===== src/rtl/multi_alarm_ctrl_pkg.sv =====
// Shared types and helpers for the multi-channel alarm controller.
package multi_alarm_ctrl_pkg;

    typedef enum logic [1:0] {
        ST_IDLE   = 2'd0,
        ST_RING   = 2'd1,
        ST_SNOOZE = 2'd2
    } state_e;

    // {hr2, hr1, min2, min1}, one BCD digit per nibble
    typedef logic [15:0] bcd_time_t;

    function automatic logic bcd_time_valid(input bcd_time_t t);
        logic [3:0] h2;
        logic [3:0] h1;
        logic [3:0] m2;
        logic [3:0] m1;
        h2 = t[15:12];
        h1 = t[11:8];
        m2 = t[7:4];
        m1 = t[3:0];
        bcd_time_valid = (h2 <= 4'd2) && (h1 <= 4'd9) && (m2 <= 4'd5) && (m1 <= 4'd9)
                      && !((h2 == 4'd2) && (h1 > 4'd3));
    endfunction

endpackage


===== src/rtl/multi_alarm_ctrl_alarm_bank.sv =====
// Alarm time storage, arm mask, once-per-minute match detection and pending set.
module alarm_bank
    import multi_alarm_ctrl_pkg::*;
#(
    parameter int unsigned NUM_ALARMS = 4,
    parameter int unsigned AW         = 2
) (
    input  logic                  clk,
    input  logic                  rst,
    input  logic [15:0]           cur_time_i,
    input  logic [AW-1:0]         sel_i,
    input  logic                  set_en_i,
    input  logic [15:0]           set_time_i,
    input  logic                  arm_i,
    input  logic                  disarm_i,
    input  logic                  clr_en_i,
    input  logic [AW-1:0]         clr_idx_i,
    output logic [15:0]           rd_time_o,
    output logic [NUM_ALARMS-1:0] armed_o,
    output logic [NUM_ALARMS-1:0] pending_o,
    output logic [NUM_ALARMS-1:0] sel_clr_o
);

    bcd_time_t             alarm_q [NUM_ALARMS];
    bcd_time_t             prev_time_q;
    logic [NUM_ALARMS-1:0] armed_q;
    logic [NUM_ALARMS-1:0] armed_d;
    logic [NUM_ALARMS-1:0] pending_q;
    logic [NUM_ALARMS-1:0] pending_d;
    logic [NUM_ALARMS-1:0] hit;
    logic [NUM_ALARMS-1:0] sel_oh;
    logic [NUM_ALARMS-1:0] clr_oh;
    logic                  set_ok;

    assign set_ok = set_en_i && bcd_time_valid(set_time_i);

    // A hit needs the minute to have just changed, so writes during a matching minute stay quiet
    always_comb begin
        sel_oh    = '0;
        clr_oh    = '0;
        hit       = '0;
        rd_time_o = '0;
        for (int i = 0; i < NUM_ALARMS; i++) begin
            sel_oh[i] = (sel_i == AW'(i));
            clr_oh[i] = clr_en_i && (clr_idx_i == AW'(i));
            hit[i]    = armed_q[i] && (alarm_q[i] == cur_time_i) && (cur_time_i != prev_time_q);
            if (sel_oh[i]) begin
                rd_time_o = alarm_q[i];
            end
        end
    end

    assign sel_clr_o = (set_ok || disarm_i) ? sel_oh : '0;

    // Disarm beats arm; explicit clears beat a same-cycle hit
    always_comb begin
        armed_d   = (armed_q | (arm_i ? sel_oh : '0)) & ~(disarm_i ? sel_oh : '0);
        pending_d = (pending_q | hit) & ~(clr_oh | sel_clr_o);
    end

    always_ff @(posedge clk or posedge rst) begin
        if (rst) begin
            for (int i = 0; i < NUM_ALARMS; i++) begin
                alarm_q[i] <= '0;
            end
            armed_q     <= '0;
            pending_q   <= '0;
            prev_time_q <= '0;
        end else begin
            for (int i = 0; i < NUM_ALARMS; i++) begin
                if (set_ok && sel_oh[i]) begin
                    alarm_q[i] <= set_time_i;
                end
            end
            armed_q     <= armed_d;
            pending_q   <= pending_d;
            prev_time_q <= cur_time_i;
        end
    end

    assign armed_o   = armed_q;
    assign pending_o = pending_q;

endmodule


===== src/rtl/multi_alarm_ctrl.sv =====
// Multi-channel alarm clock controller: ring / snooze / auto-off sequencing over an alarm bank.
module multi_alarm_ctrl
    import multi_alarm_ctrl_pkg::*;
#(
    parameter  int unsigned NUM_ALARMS     = 4,
    parameter  int unsigned SNOOZE_S       = 540,
    parameter  int unsigned RING_TIMEOUT_S = 60,
    parameter  int unsigned MAX_SNOOZE     = 3,
    localparam int unsigned AW             = (NUM_ALARMS > 1) ? $clog2(NUM_ALARMS) : 1
) (
    input  logic                  clk,
    input  logic                  rst,
    input  logic                  tick_1hz,
    input  logic [15:0]           cur_time,
    input  logic [AW-1:0]         sel,
    input  logic                  set_en,
    input  logic [15:0]           set_time,
    input  logic                  arm,
    input  logic                  disarm,
    input  logic                  off,
    input  logic                  snooze,
    output logic [15:0]           rd_time,
    output logic [NUM_ALARMS-1:0] armed,
    output logic                  buzzer,
    output logic                  ringing,
    output logic [AW-1:0]         ring_id
);

    localparam int unsigned CNT_MAX = (SNOOZE_S > RING_TIMEOUT_S) ? SNOOZE_S : RING_TIMEOUT_S;
    localparam int unsigned CW      = $clog2(CNT_MAX + 1);
    localparam int unsigned SW      = (MAX_SNOOZE > 0) ? $clog2(MAX_SNOOZE + 1) : 1;

    state_e                state_q, state_d;
    logic [AW-1:0]         ring_id_q, ring_id_d;
    logic [SW-1:0]         snz_q, snz_d;
    logic [CW-1:0]         sec_q, sec_d, sec_inc;
    logic                  buzzer_q, buzzer_d;
    logic                  ringing_q, ringing_d;
    logic                  clr_en;
    logic                  advance;
    logic                  retire;
    logic [NUM_ALARMS-1:0] pending;
    logic [NUM_ALARMS-1:0] sel_clr;
    logic [NUM_ALARMS-1:0] id_oh;
    logic [NUM_ALARMS-1:0] rest;
    logic [AW-1:0]         first_id;
    logic [AW-1:0]         rest_id;

    alarm_bank #(
        .NUM_ALARMS (NUM_ALARMS),
        .AW         (AW)
    ) u_bank (
        .clk        (clk),
        .rst        (rst),
        .cur_time_i (cur_time),
        .sel_i      (sel),
        .set_en_i   (set_en),
        .set_time_i (set_time),
        .arm_i      (arm),
        .disarm_i   (disarm),
        .clr_en_i   (clr_en),
        .clr_idx_i  (ring_id_q),
        .rd_time_o  (rd_time),
        .armed_o    (armed),
        .pending_o  (pending),
        .sel_clr_o  (sel_clr)
    );

    // Lowest pending channel, and lowest one left once the current ring is retired
    always_comb begin
        id_oh    = '0;
        first_id = '0;
        rest_id  = '0;
        for (int i = 0; i < NUM_ALARMS; i++) begin
            id_oh[i] = (ring_id_q == AW'(i));
        end
        rest = pending & ~sel_clr & ~id_oh;
        for (int i = int'(NUM_ALARMS) - 1; i >= 0; i--) begin
            if (pending[i]) first_id = AW'(i);
            if (rest[i])    rest_id  = AW'(i);
        end
    end

    always_comb begin
        state_d   = state_q;
        ring_id_d = ring_id_q;
        snz_d     = snz_q;
        sec_d     = sec_q;
        buzzer_d  = 1'b0;
        clr_en    = 1'b0;
        advance   = 1'b0;
        sec_inc   = (sec_q == CW'(CNT_MAX)) ? sec_q : sec_q + CW'(1);
        retire    = off || (|(sel_clr & id_oh));

        case (state_q)
            ST_IDLE: begin
                if (|pending) begin
                    state_d   = ST_RING;
                    ring_id_d = first_id;
                    snz_d     = '0;
                    sec_d     = '0;
                    buzzer_d  = 1'b1;
                end
            end
            ST_RING: begin
                buzzer_d = buzzer_q;
                if (retire || (snooze && (snz_q >= SW'(MAX_SNOOZE)))
                    || (tick_1hz && (sec_q == CW'(RING_TIMEOUT_S - 1)))) begin
                    advance = 1'b1;
                end else if (snooze) begin
                    state_d  = ST_SNOOZE;
                    snz_d    = snz_q + SW'(1);
                    sec_d    = '0;
                    buzzer_d = 1'b0;
                end else if (tick_1hz) begin
                    sec_d    = sec_inc;
                    buzzer_d = ~buzzer_q;
                end
            end
            ST_SNOOZE: begin
                if (retire) begin
                    advance = 1'b1;
                end else if (tick_1hz) begin
                    if (sec_q == CW'(SNOOZE_S - 1)) begin
                        state_d  = ST_RING;
                        sec_d    = '0;
                        buzzer_d = 1'b1;
                    end else begin
                        sec_d = sec_inc;
                    end
                end
            end
            default: begin
                state_d = ST_IDLE;
            end
        endcase

        // Retiring a ring hands straight over to the next waiting channel
        if (advance) begin
            clr_en = 1'b1;
            if (|rest) begin
                state_d   = ST_RING;
                ring_id_d = rest_id;
                snz_d     = '0;
                sec_d     = '0;
                buzzer_d  = 1'b1;
            end else begin
                state_d  = ST_IDLE;
                buzzer_d = 1'b0;
            end
        end

        ringing_d = (state_d == ST_RING);
    end

    always_ff @(posedge clk or posedge rst) begin
        if (rst) begin
            state_q   <= ST_IDLE;
            ring_id_q <= '0;
            snz_q     <= '0;
            sec_q     <= '0;
            buzzer_q  <= 1'b0;
            ringing_q <= 1'b0;
        end else begin
            state_q   <= state_d;
            ring_id_q <= ring_id_d;
            snz_q     <= snz_d;
            sec_q     <= sec_d;
            buzzer_q  <= buzzer_d;
            ringing_q <= ringing_d;
        end
    end

    assign buzzer  = buzzer_q;
    assign ringing = ringing_q;
    assign ring_id = ring_id_q;

endmodule

===== config.mk =====
export PLATFORM = sky130hd
export DESIGN_NAME = multi_alarm_ctrl
export DESIGN_NICKNAME = d
export VERILOG_FILES = /design/src/rtl/multi_alarm_ctrl_pkg.sv /design/src/rtl/multi_alarm_ctrl_alarm_bank.sv /design/src/rtl/multi_alarm_ctrl.sv
export SDC_FILE = /design/constraint.sdc
export NUM_CORES = 1
export LEC_CHECK = 0
export BUFFER_PORTS_ARGS = -buffer_cell sky130_fd_sc_hd__buf_2
export CAP_MARGIN = 20
export CORE_MARGIN = 4
export CORE_UTILIZATION = 27
export CTS_BUF_LIST = sky130_fd_sc_hd__clkbuf_4 sky130_fd_sc_hd__clkbuf_8 sky130_fd_sc_hd__clkbuf_16
export CTS_CLUSTER_SIZE = 12
export DETAILED_ROUTE_END_ITERATION = 10
export HOLD_SLACK_MARGIN = 0.15
export PLACE_DENSITY = 0.52
export SYNTH_ARGS = -nofsm -noshare
export SYNTH_HDL_FRONTEND = slang
export SYNTH_SLANG_ARGS = --single-unit

===== constraint.sdc =====
create_clock -name clk -period 4.2 [get_ports clk]
set_clock_uncertainty 0.1 [all_clocks]
set_input_delay 0.84 -clock clk [delete_from_list [all_inputs] [get_ports clk]]
set_output_delay 0.84 -clock clk [all_outputs]
set_load 0.02 [all_outputs]

### Word-level counts from Yosys, hierarchy flattened

Cells that the tools add are included.

| storage, ports and cells | value |
|---|---|
| register bits | 106 |
| input port bits | 42 |
| output and inout port bits | 24 |
| word-level logic and storage cells | 149 |

| operators by class | value |
|---|---|
| add/sub/neg operators | 2 |
| order comparisons | 6 |
| equality and inequality tests | 20 |
| mux-type cells | 59 |
| bitwise gates (word level) | 13 |
| reductions and logical operators | 36 |

Operators by type and width:

| kind | count |
|---|---|
| 10-bit two-way mux | 10 |
| 16-bit equality test | 4 |
| 16-bit two-way mux | 4 |
| 2-bit two-way mux | 24 |
| 10-bit case mux with 3 select lines | 1 |
| 1-bit logical AND | 24 |
| 4-bit bitwise AND | 5 |
| 10-bit equality test, second input constant | 2 |
| 16-bit inequality test | 1 |
| 4-bit NOT | 4 |
| 1-bit two-way mux | 13 |
| 4-bit two-way mux | 3 |
| 4-bit bitwise OR | 3 |
| 4-bit OR reduction | 3 |
| 10-bit by 1-bit adder with 10-bit output, second input constant | 1 |
| 10-bit by 6-bit equality test with 1-bit output, second input constant | 1 |
| 2-bit equality test, second input constant | 5 |
| 2-bit by 1-bit equality test with 1-bit output, second input constant | 4 |
| 4-bit less-or-equal comparator, second input constant | 2 |
| 2-bit logical NOT | 3 |
| 2-bit case mux with 3 select lines | 1 |
| 4-bit by 2-bit equality test with 1-bit output, second input constant | 1 |
| 4-bit by 2-bit greater-than comparator with 1-bit output, second input constant | 1 |
| 4-bit by 2-bit less-or-equal comparator with 1-bit output, second input constant | 1 |
| other kinds (12) | 15 |

### Depth between registers and ports, before layout

Gate-level depths: netlist of the first run.

| logic depth | value |
|---|---|
| word-level depth | 20 |
| gate-level depth with buffers | 9 |
| gate-level depth less buffers | 9 |

### Cells and area by module

A second synthesis of the first run with hierarchy kept.

| unflattened totals | value |
|---|---|
| cells, all modules | 549 |
| area, all modules | 6386.1 um^2 |

By module, submodules not included:

| module | instances | cells each | area an instance (um^2) | seq. area each (um^2) |
|---|---|---|---|---|
| alarm_bank | 1 | 341 | 4601.9 | 2202.1 |
| multi_alarm_ctrl | 1 | 208 | 1784.2 | 450.4 |

### Least setup slack after synthesis of the first run

Ideal clock, no wire load.

| timing | value |
|---|---|
| kind | input -> output |
| from | in sel[0] |
| to | out rd_time[10] |
| arrival time | 2418 ps |
| data required time | 3260 ps |
| setup slack | 842 ps |
| cell stages on the path | 4 |
| path buffers | 3 |
| cell sequence | buf_2 buf_2 buf_1 mux4_2 |

| on the way | value |
|---|---|
| cells in the longest elaborated chain, start to end | 5 |
| elaborated cells between the ends (all ways) | 8 |
| those cells by class | eq/ne: 3; mux: 4; reduce/logical: 1 |

Ends and longest elaborated chain:

| item | line | text |
|---|---|---|
| start: declaration | multi_alarm_ctrl.sv:15 | `input logic [AW-1:0] sel,` |
| 2-bit logical NOT | multi_alarm_ctrl_alarm_bank.sv:44 | `sel_oh[i] = (sel_i == AW'(i));` |
| 16-bit two-way mux (3 in a row) | multi_alarm_ctrl_alarm_bank.sv:47 | `if (sel_oh[i]) begin` |
| 16-bit two-way mux (*) | multi_alarm_ctrl_alarm_bank.sv:47 |  |
| end: declaration | multi_alarm_ctrl.sv:22 | `output logic [15:0] rd_time,` |

Mark *: on every way between the ends. The rest lies on a longest branch, timed or not.

### Worst setup path after layout of the first run

| timing | value |
|---|---|
| from | in sel[0] |
| to | out rd_time[5] |

Same word-level chain as after synthesis.

==> results of run 1 <==
final cells by class:
cell class / count / share of cell area
Timing Repair Buffer: 73 / 0.0574
Clock inverter: 7 / 0.0112
Inverter: 16 / 0.00874
Clock buffer: 9 / 0.0315
Multi-Input combinational cell: 412 / 0.471
Tap cell: 285 / 0.0498
Sequential cell: 106 / 0.371
worst max-delay path, stage by stage:
cell	delay [ns]
buf_2	0.47
buf_4	0.33
mux4_2	0.55
buf_2	0.18
cells by family after synthesis:
| kind of cell | after synthesis | synth area share |
|---|---|---|
| muxes | 70 | 0.154 |
| buffers and inverters | 57 | 0.0384 |
| xor gates and xnor gates | 83 | 0.116 |
| DFF | 106 | 0.424 |
| and+or+nand+nor | 133 | 0.126 |
| AOI/OAI and AO/OA | 119 | 0.127 |
| adders and majority gates | 7 | 0.0140 |
sequential cells by signal (all words and copies together) (netlist names):
| name | count |
|---|---|
| u_bank.prev_time_q | 16 |
| u_bank.alarm_q | 64 |
| snz_q | 2 |
| sec_q | 10 |
| u_bank.armed_o | 4 |
| u_bank.pending_o | 4 |
| state_q | 2 |
| ringing | 1 |
| ring_id | 2 |
| buzzer | 1 |
worst max-delay path by stage:
| stage | from | endpoint | slack [ns] |
|---|---|---|---|
| 6_report | sel[0] | rd_time[5] | 0.88 |
| 5_1_grt | sel[0] | rd_time[5] | 0.79 |
| 4_1_cts | sel[0] | rd_time[5] | 0.83 |
| 3_5_place_dp | sel[1] | sec_q[5] | 0.77 |
| 3_3_place_gp | sel[1] | sec_q[5] | 0.79 |
| 2_1_floorplan | rst | buzzer | 0.47 |
metal layers:
layer,up-vias,track usage,part of all wire
li1,2194,-,-
met1,2312,0.184,0.45
met2,142,0.234,0.49
met3,18,0.0294,0.051
met4,2,0.0309,0.013
met5,-,0,0.00073
power by group:
group	total (mW)	switching (mW)	internal [mW]	leakage (nW)
combinational	0.314	0.176	0.137	1.48
sequential	1.11	0.0427	1.07	1.41
clock	0.881	0.455	0.425	0.146
total	2.31	0.674	1.63	3.03
per-stage QoR:
| step | hold WS (ns) | utilization | cells | setup WS [ns] | power, mW |
|---|---|---|---|---|---|
| 6_report | 0.440 | 0.315 | 908 | 0.880 | 2.31 |
| 2_1_floorplan | 0.368 | - | 575 | 0.471 | 1.34 |
| 3_3_place_gp | 0.401 | 0.302 | 892 | 0.788 | 1.45 |
| 3_5_place_dp | 0.416 | 0.302 | 892 | 0.767 | 1.45 |
| 5_1_grt | 0.460 | 0.315 | 908 | 0.786 | 2.40 |
| 4_1_cts | 0.428 | 0.315 | 908 | 0.833 | 2.34 |
Yosys cell counts, types with 7 or more instances:
master    count  area, sq um
a21oi_1      23          115
a31oi_1      16          100
buf_2        12         60.1
clkbuf_1     26         97.6
dfrtp_1     106         2650
ha_1          7         87.6
inv_1        15         56.3
mux2_2       53          597
mux4_2       16          360
nand2_1      20         75.1
nand3_1      12         60.1
nand4_1      15         93.8
nor2_1       17         63.8
nor2b_1      18          113
nor4_1       11         68.8
o21ai_0      32          160
xnor2_1      67          587
xor2_1       16          140
placed cells by master (no fill, tap or decap), types with 4 or more instances in the layout:
cell type / netlist / routed
dfrtp_1: 106 / 106
xnor2_1: 67 / 67
buf_2: 12 / 65
mux2_2: 53 / 53
o21ai_0: 32 / 32
a21oi_1: 23 / 23
nand2_1: 20 / 20
nor2b_1: 18 / 18
nor2_1: 17 / 17
xor2_1: 16 / 16
mux4_2: 16 / 16
a31oi_1: 16 / 16
nand4_1: 15 / 15
inv_1: 15 / 14
nand3_1: 12 / 12
nor4_1: 11 / 11
clkbuf_16: 0 / 9
ha_1: 7 / 7
a22oi_1: 6 / 6
and3_1: 6 / 6
a221oi_1: 6 / 6
buf_4: 1 / 6
a311oi_1: 5 / 5
nor3_1: 5 / 5
a41oi_1: 4 / 4
nand2b_1: 4 / 4
==> key figures, run 1 <==
Timing
  • Max frequency: 0.301 GHz
  • Tmin final: 3.32 ns
  • Slew Limit Fails: 0
  • Sum Neg Setup Slack: 0 ns
  • Final setup fails: 0
  • Slew at the pin with the worst max-slew slack: 0.790 ns
  • Hold Fails Final Rpt: 0
  • Period utilization: 0.790
  • RSZ-0062 raised after global routing: false
  • Relative slew slack: 0.466

Global route
  • Vias in the first global route: 4731
  • Largest net degree at the start of global routing: 55
  • First-pass GRT wire length: 28.0 mm
  • Initial antenna violation count: 1
  • Global Route Usage Sum: 0.139
  • Grt ovf: 0

Layout
  • NumNets Final: 667
  • Area Overhead vs Synth: 14.3%
  • Multi-input gate area: 3370 sq um
  • Fillcell total: 2381
  • Share of cells above drive strength 1: 0.281
  • Post-route cell area: 7160 sq um
  • Ant. Diodes: 0
  • FF+latch area: 2650 sq um

Clock tree
  • Worst-path clk slew: 0.07 ns
  • Resized cells post-CTS: 0
  • CTS buffer count: 9
  • Bufs on Longest Clock Path: 2
  • H-tree depth: 3
  • Setup Buffers After CTS: 0
  • CTS tree: done
  • Root buffer cell: clkbuf_16
  • Worst-Skew Late Latency: 0.36 ns
  • Hold bufs inserted after CTS: 0
  • Clock sink total: 106

Drt
  • Antenna Nets Post-Route: 0
  • Final wirelength: 17.8 mm
  • DRC viols: 0
  • Routed via count: 4668
  • TritonRoute pass-1 iters: 6
  • Routed vias/inst: 5.14
  • Routed WL per cell: 19.6 um
  • DRT iter0 DRCs: 280

Floorplan
  • DIE AREA: 25700 sq um
  • Starting density of the core: 0.276
  • Standard-cell rows: 55
  • Die Y: 160 um
  • # IOs: 66
  • Core area: 22700 sq um
  • DIE WIDTH: 160 um

Critical path
  • Worst-path fanout max: 19
  • RR Startpoint: sec_q[1]
  • Worst Path Arrival: 2.38 ns
  • CP Class: in -> out
  • R2R cell count: 8
  • Critical Path Sink Type: primary output
  • Reg-to-reg endpoint: sec_q[5]
  • CP startpoint kind: primary input
  • FF-to-FF setup slack: 1.31 ns
  • WP data required: 3.26 ns

Placed design
  • Post-detail-place hpwl: 13.0 mm
  • Area after DPL: 6850 sq um
  • Port bufs: 65
  • Global placer's final weighted congestion: 0.838

Synthesis
  • Mapped Cells: 575
  • Sequential share of the synthesized area: 0.424
  • Yosys cell types: 69
  • Async SR Flop Fraction: 1.00
  • Most used DFF post-synth: dfrtp_1
  • Avg Synthesized Cell Area: 10.9 sq um
  • FF+latch count, synth: 106
  • Post-Syn Nets: 624
  • Netlist area before placement: 6260 sq um
  • YS warnings: 0
  • Post-synth EDFFs: 0

Worst hold path
  • Min-delay src: sec_q[9]
  • Min-Delay Path Depth: 1
  • Hold WC Path Type: reg -> reg
  • End of the worst hold path: sec_q[9]

Flow run
  • Total of max-cap violations: 0

Power
  • Max VDD drop: 0.197 mV
  • Pwr/cell area: 322 nW/um^2
  • Leak: 3.03 nW

Outcome
  • Outcome: complete, no violations
No activity file was read; power rests on OpenSTA's default activity.
==> inputs of run 2 (changes only) <==
==> constraint.sdc (replaced) <==
create_clock -name clk -period 3.45 [get_ports clk]
set_clock_uncertainty 0.1 [all_clocks]
set_input_delay 0.69 -clock clk [delete_from_list [all_inputs] [get_ports clk]]
set_output_delay 0.69 -clock clk [all_outputs]
set_load 0.02 [all_outputs]
==> key figures, run 2 (synthesis results as in run 1) <==
Drt
  • Routed WL per cell: 19.9 um (+1.6%)
  • Routed vias/inst: 5.14 (about the same)
  • Routed via count: 4725 (+1.2%)
  • Final wirelength: 18.3 mm (+2.9%)
  • DRC viols: 0 (unchanged)
  • TritonRoute pass-1 iters: 5 (-1)
  • DRT iter0 DRCs: 289 (+3.2%)
  • Antenna Nets Post-Route: 0 (unchanged)

Timing
  • Final setup fails: 0 (unchanged)
  • RSZ-0062 raised after global routing: false
  • Relative slew slack: 0.397 (-0.0688)
  • Slew Limit Fails: 0 (unchanged)
  • Sum Neg Setup Slack: 0 ns (unchanged)
  • Hold Fails Final Rpt: 0 (unchanged)
  • Period utilization: 0.860
  • Max frequency: 0.337 GHz
  • Tmin final: 2.97 ns
  • Slew at the pin with the worst max-slew slack: 0.903 ns (+0.112 ns)

Critical path
  • R2R cell count: 8 (unchanged)
  • WP data required: 2.66 ns (-0.60 ns)
  • RR Startpoint: sec_q[0]
  • FF-to-FF setup slack: 0.65 ns (-0.66 ns)
  • CP startpoint kind: primary input
  • Critical path origin: sel[0]
  • Worst-path fanout max: 17 (-2)
  • CP Class: in -> out
  • Worst Path Arrival: 2.18 ns (-0.20 ns)
  • Critical Path Sink Type: primary output
  • Reg-to-reg endpoint: state_q[0]

Clock tree
  • Hold bufs inserted after CTS: 0 (unchanged)
  • Bufs on Longest Clock Path: 2 (unchanged)
  • CTS buffer count: 9 (unchanged)
  • Clock sink total: 106 (unchanged)
  • Resized cells post-CTS: 0 (unchanged)
  • Worst-path clk slew: 0.08 ns (about the same)
  • Setup Buffers After CTS: 0 (unchanged)
  • CTS tree: done
  • H-tree depth: 3 (unchanged)
  • Root buffer cell: clkbuf_16
  • Worst-Skew Late Latency: 0.35 ns (about the same)

Placed design
  • Global placer's final weighted congestion: 0.833 (-0.61%)
  • Port bufs: 65 (unchanged)
  • Post-detail-place hpwl: 13.6 mm (+4.7%)
  • Area after DPL: 6930 sq um (+1.2%)

Global route
  • M3 GR Usage: 0.0212 (-0.00826)
  • Largest net degree at the start of global routing: 35 (-36%)
  • Initial antenna violation count: 1 (unchanged)
  • Met1 Use GR: 0.196 (+0.0117)
  • GR met2 Demand/Resource: 0.233 (-0.000578)
  • Vias in the first global route: 4806 (+1.6%)
  • Grt ovf: 0 (unchanged)
  • Global Route Usage Sum: 0.143 (+0.00379)
  • First-pass GRT wire length: 28.7 mm (+2.8%)
  • Top Usage Layer GRT: met2

Layout
  • Biggest register: u_bank.alarm_q
  • Flip-flop count of the largest register after layout: 64 (unchanged)
  • Share of cells above drive strength 1: 0.293 (+0.0125)
  • Post-route cell area: 7230 sq um (+1.0%)
  • Most common cell after layout, fill and taps aside: dfrtp_1
  • Fillcell total: 2352 (-1.2%)
  • Area Overhead vs Synth: 15.5%
  • Largest regs: u_bank.alarm_q: 64 flops, u_bank.prev_time_q: 16 flops, sec_q: 10 flops
  • NumNets Final: 678 (+1.6%)
  • Commonest non-fill, non-tap cells in the layout: dfrtp_1, xnor2_1, buf_2
  • Final Util: 0.318 (+0.00331)

Floorplan
  • Die Y: 160 um (unchanged)
  • # IOs: 66 (unchanged)
  • Core area: 22700 sq um (unchanged)
  • DIE WIDTH: 160 um (unchanged)
  • Standard-cell rows: 55 (unchanged)
  • Starting density of the core: 0.276 (unchanged)
  • DIE AREA: 25700 sq um (unchanged)

Flow run
  • Total of max-cap violations: 0 (unchanged)

Power
  • Max VDD drop: 0.206 mV (+4.5%)
  • Leak: 3.08 nW (+1.5%)
  • Pwr/cell area: 386 nW/um^2 (+20%)
  • Pwr Total: 2.79 mW (+21%)

Worst hold path
  • Hold WC Path Type: in -> async

Outcome
  • Outcome: complete, no violations
-- run 2: worst max path at each step --
| stage | endpoint | slack, ns | depth (start not counted) |
|---|---|---|---|
| after floorplan | rd_time[10] | 0.39 | 4 |
| after global placement | sec_q[3] | 0.41 | 8 |
| after detailed placement | sec_q[3] | 0.35 | 8 |
| after CTS | rd_time[11] | 0.45 | 4 |
| after global routing | rd_time[10] | 0.39 | 4 |
| final | rd_time[10] | 0.48 | 4 |
-- run 2: routing by layer --
layer	part of all wire	wire length, um
met2	0.48	8720
met1	0.47	8560
met3	0.036	659
met4	0.019	351
met5	0.0010	19
-- run 2: through the flow --
| stage | setup slack (ns) | cells | hold WS (ns) |
|---|---|---|---|
| 6_report | 0.482 | 920 | 0.419 |
| 5_1_grt | 0.394 | 919 | 0.436 |
| 4_1_cts | 0.453 | 919 | 0.426 |
| 3_5_place_dp | 0.351 | 903 | 0.419 |
| 3_3_place_gp | 0.414 | 903 | 0.404 |
| 2_1_floorplan | 0.392 | 575 | 0.368 |
-- run 2: where the power goes --
| part | total [mW] | internal [mW] | switching [mW] |
|---|---|---|---|
| Sequential | 1.36 | 1.30 | 0.0580 |
| Clock | 1.04 | 0.526 | 0.517 |
| Combinational | 0.390 | 0.173 | 0.216 |
-- run 2: worst max-delay path, stage by stage --
cell    delay (ns)
buf_2         0.40
buf_4         0.35
mux4_2        0.54
buf_2         0.18
-- run 2: layout make-up --
cell class / count / area (sq um) / area share
flip-flops and latches: 106 / 2650 / 0.367
multi-input cells: 412 / 3370 / 0.466
diodes: 1 / 2.50 / 0.000346
inverters: 16 / 63.8 / 0.00883
clock buffers: 10 / 239 / 0.0331
well taps: 285 / 357 / 0.0493
clock inverters: 6 / 55.1 / 0.00761
repair buffers: 84 / 493 / 0.0682
==> inputs of run 3 (changes only) <==
--- a/config.mk
+++ b/config.mk
@@ -7,7 +7,7 @@
 export LEC_CHECK = 0
 export BUFFER_PORTS_ARGS = -buffer_cell sky130_fd_sc_hd__buf_2
 export CAP_MARGIN = 20
-export CORE_MARGIN = 4
+export CORE_MARGIN = 2
 export CORE_UTILIZATION = 27
 export CTS_BUF_LIST = sky130_fd_sc_hd__clkbuf_4 sky130_fd_sc_hd__clkbuf_8 sky130_fd_sc_hd__clkbuf_16
 export CTS_CLUSTER_SIZE = 12
==> key figures, run 3 (synthesis results as in run 1) <==
Layout
  • Commonest non-fill, non-tap cells in the layout: dfrtp_1, xnor2_1, buf_2
  • Biggest register: u_bank.alarm_q
  • Flip-flop count of the largest register after layout: 64 (unchanged)
  • Largest regs: u_bank.alarm_q: 64 flops, u_bank.prev_time_q: 16 flops, sec_q: 10 flops
  • NumNets Final: 678 (unchanged)
  • Fillcell total: 2355 (+0.13%)
  • Most common cell after layout, fill and taps aside: dfrtp_1
  • Area Overhead vs Synth: 15.7%
  • Share of cells above drive strength 1: 0.293 (unchanged)

Placed design
  • Port bufs: 65 (unchanged)
  • Post-detail-place hpwl: 13.1 mm (-3.3%)
  • Global placer's final weighted congestion: 0.831 (-0.14%)
  • Pre-CTS setup slack: 0.321 ns (-0.0299 ns)

Critical path
  • Worst-path fanout max: 25 (+8)
  • Worst Path Arrival: 2.27 ns (+0.09 ns)
  • WP data required: 2.66 ns (about the same)
  • Critical Path Sink Type: primary output
  • CP Class: in -> out
  • CP startpoint kind: primary input

Drt
  • Final wirelength: 17.9 mm (-2.3%)
  • TritonRoute pass-1 iters: 4 (-1)
  • DRC viols: 0 (unchanged)
  • DRT iter0 DRCs: 305 (+5.5%)
  • Routed WL per cell: 19.4 um (-2.3%)
  • Met1 Wirelength: 8.15 mm (-4.8%)
  • Top sig layer: met4
  • Routed vias/inst: 5.13 (about the same)
  • Routed via count: 4724 (-0.021%)
  • Met2 WL: 8.65 mm (-0.85%)
  • Antenna Nets Post-Route: 0 (unchanged)
  • Met3 wire len: 787 um (+19%)

Floorplan
  • Die Y: 156 um (-2.5%)
  • Starting density of the core: 0.276 (unchanged)
  • # IOs: 66 (unchanged)
  • Standard-cell rows: 55 (unchanged)
  • DIE WIDTH: 156 um (-2.5%)
  • Core area: 22700 sq um (unchanged)
  • DIE AREA: 24400 sq um (-4.9%)

Clock tree
  • Clock sink total: 106 (unchanged)
  • Root buffer cell: clkbuf_16
  • Worst-Skew Late Latency: 0.36 ns (about the same)
  • Resized cells post-CTS: 0 (unchanged)
  • CTS tree: done
  • H-tree depth: 3 (unchanged)
  • Bufs on Longest Clock Path: 2 (unchanged)
  • CTS buffer count: 9 (unchanged)
  • Setup Buffers After CTS: 0 (unchanged)
  • Hold bufs inserted after CTS: 0 (unchanged)
  • Worst-path clk slew: 0.09 ns (about the same)

Timing
  • RSZ-0062 raised after global routing: false
  • Slew Limit Fails: 0 (unchanged)
  • Hold Fails Final Rpt: 0 (unchanged)
  • Sum Neg Setup Slack: 0 ns (unchanged)
  • Tmin final: 3.06 ns (+0.0915 ns)
  • Relative slew slack: 0.433 (+0.0359)
  • Slew at the pin with the worst max-slew slack: 0.851 ns (-0.0520 ns)
  • Final setup fails: 0 (unchanged)
  • Max frequency: 0.327 GHz (-3.0%)
  • Period utilization: 0.887 (+0.0265)
  • PnR worst setup slack: 0.390 ns (-0.0915 ns)

Worst hold path
  • Hold WC Path Type: in -> async

Power
  • Leak: 3.09 nW (+0.25%)
  • Max VDD drop: 0.221 mV (+7.1%)
  • Pwr/cell area: 390 nW/um^2 (+0.90%)

Global route
  • Initial antenna violation count: 1 (unchanged)
  • Grt ovf: 0 (unchanged)
  • Global Route Usage Sum: 0.153 (+0.0101)
  • First-pass GRT wire length: 28.5 mm (-0.84%)
  • Largest net degree at the start of global routing: 43 (+23%)
  • Vias in the first global route: 4799 (-0.15%)

Outcome
  • Outcome: complete, no violations

Flow run
  • Total of max-cap violations: 0 (unchanged)
==> run 3: report_power, final <==
| part | total [mW] | switching, mW | internal, mW |
|---|---|---|---|
| sequential | 1.35 | 0.0521 | 1.30 |
| combinational | 0.394 | 0.219 | 0.175 |
| clock | 1.07 | 0.557 | 0.518 |
==> run 3: final cells by class <==
type,count,area [sq um],area share
diodes,1,2.50,0.000346
clock buffers,9,225,0.0311
clock inverters,7,80.1,0.0111
inverters,16,63.8,0.00881
multi-input cells,412,3370,0.465
flip-flops and latches,106,2650,0.366
well taps,285,357,0.0492
repair buffers,84,493,0.0681
==> run 3: metrics by stage <==
stage                util  hold slack [ns]  power (mW)  cells  area [sq um]
CTS                 0.319            0.410        2.86    919          7240
global route        0.319            0.419        2.95    919          7240
finish              0.319            0.377        2.82    920          7240
floorplan               -            0.368        1.63    575          6260
detailed placement  0.305            0.413        1.78    903          6930
global placement    0.305            0.406        1.78    903          6930
==> run 3: routing by layer <==
layer  global-route usage  up-vias
met5                    0        -
met4               0.0459        0
met3               0.0233       18
met2                0.251      138
met1                0.208     2350
li1                     -     2218
==> run 3: final timing paths <==
path,from,to,slack (ns),cells past startpoint
max in group asynchronous,rst,u_bank.alarm_q[25],2.19,3
setup / recovery,sel[0],rd_time[4],0.39,4
min in group clk,cur_time[4],u_bank.prev_time_q[4],0.43,1
hold / removal,rst,sec_q[4],0.38,2
setup reg to reg,sec_q[0],sec_q[5],0.63,8
hold reg to reg,sec_q[9],sec_q[9],0.43,1
==> run 3: critical path, cell delays in order <==
cell    delay (ns)
buf_2         0.63
buf_4         0.25
mux4_2        0.49
buf_2         0.17
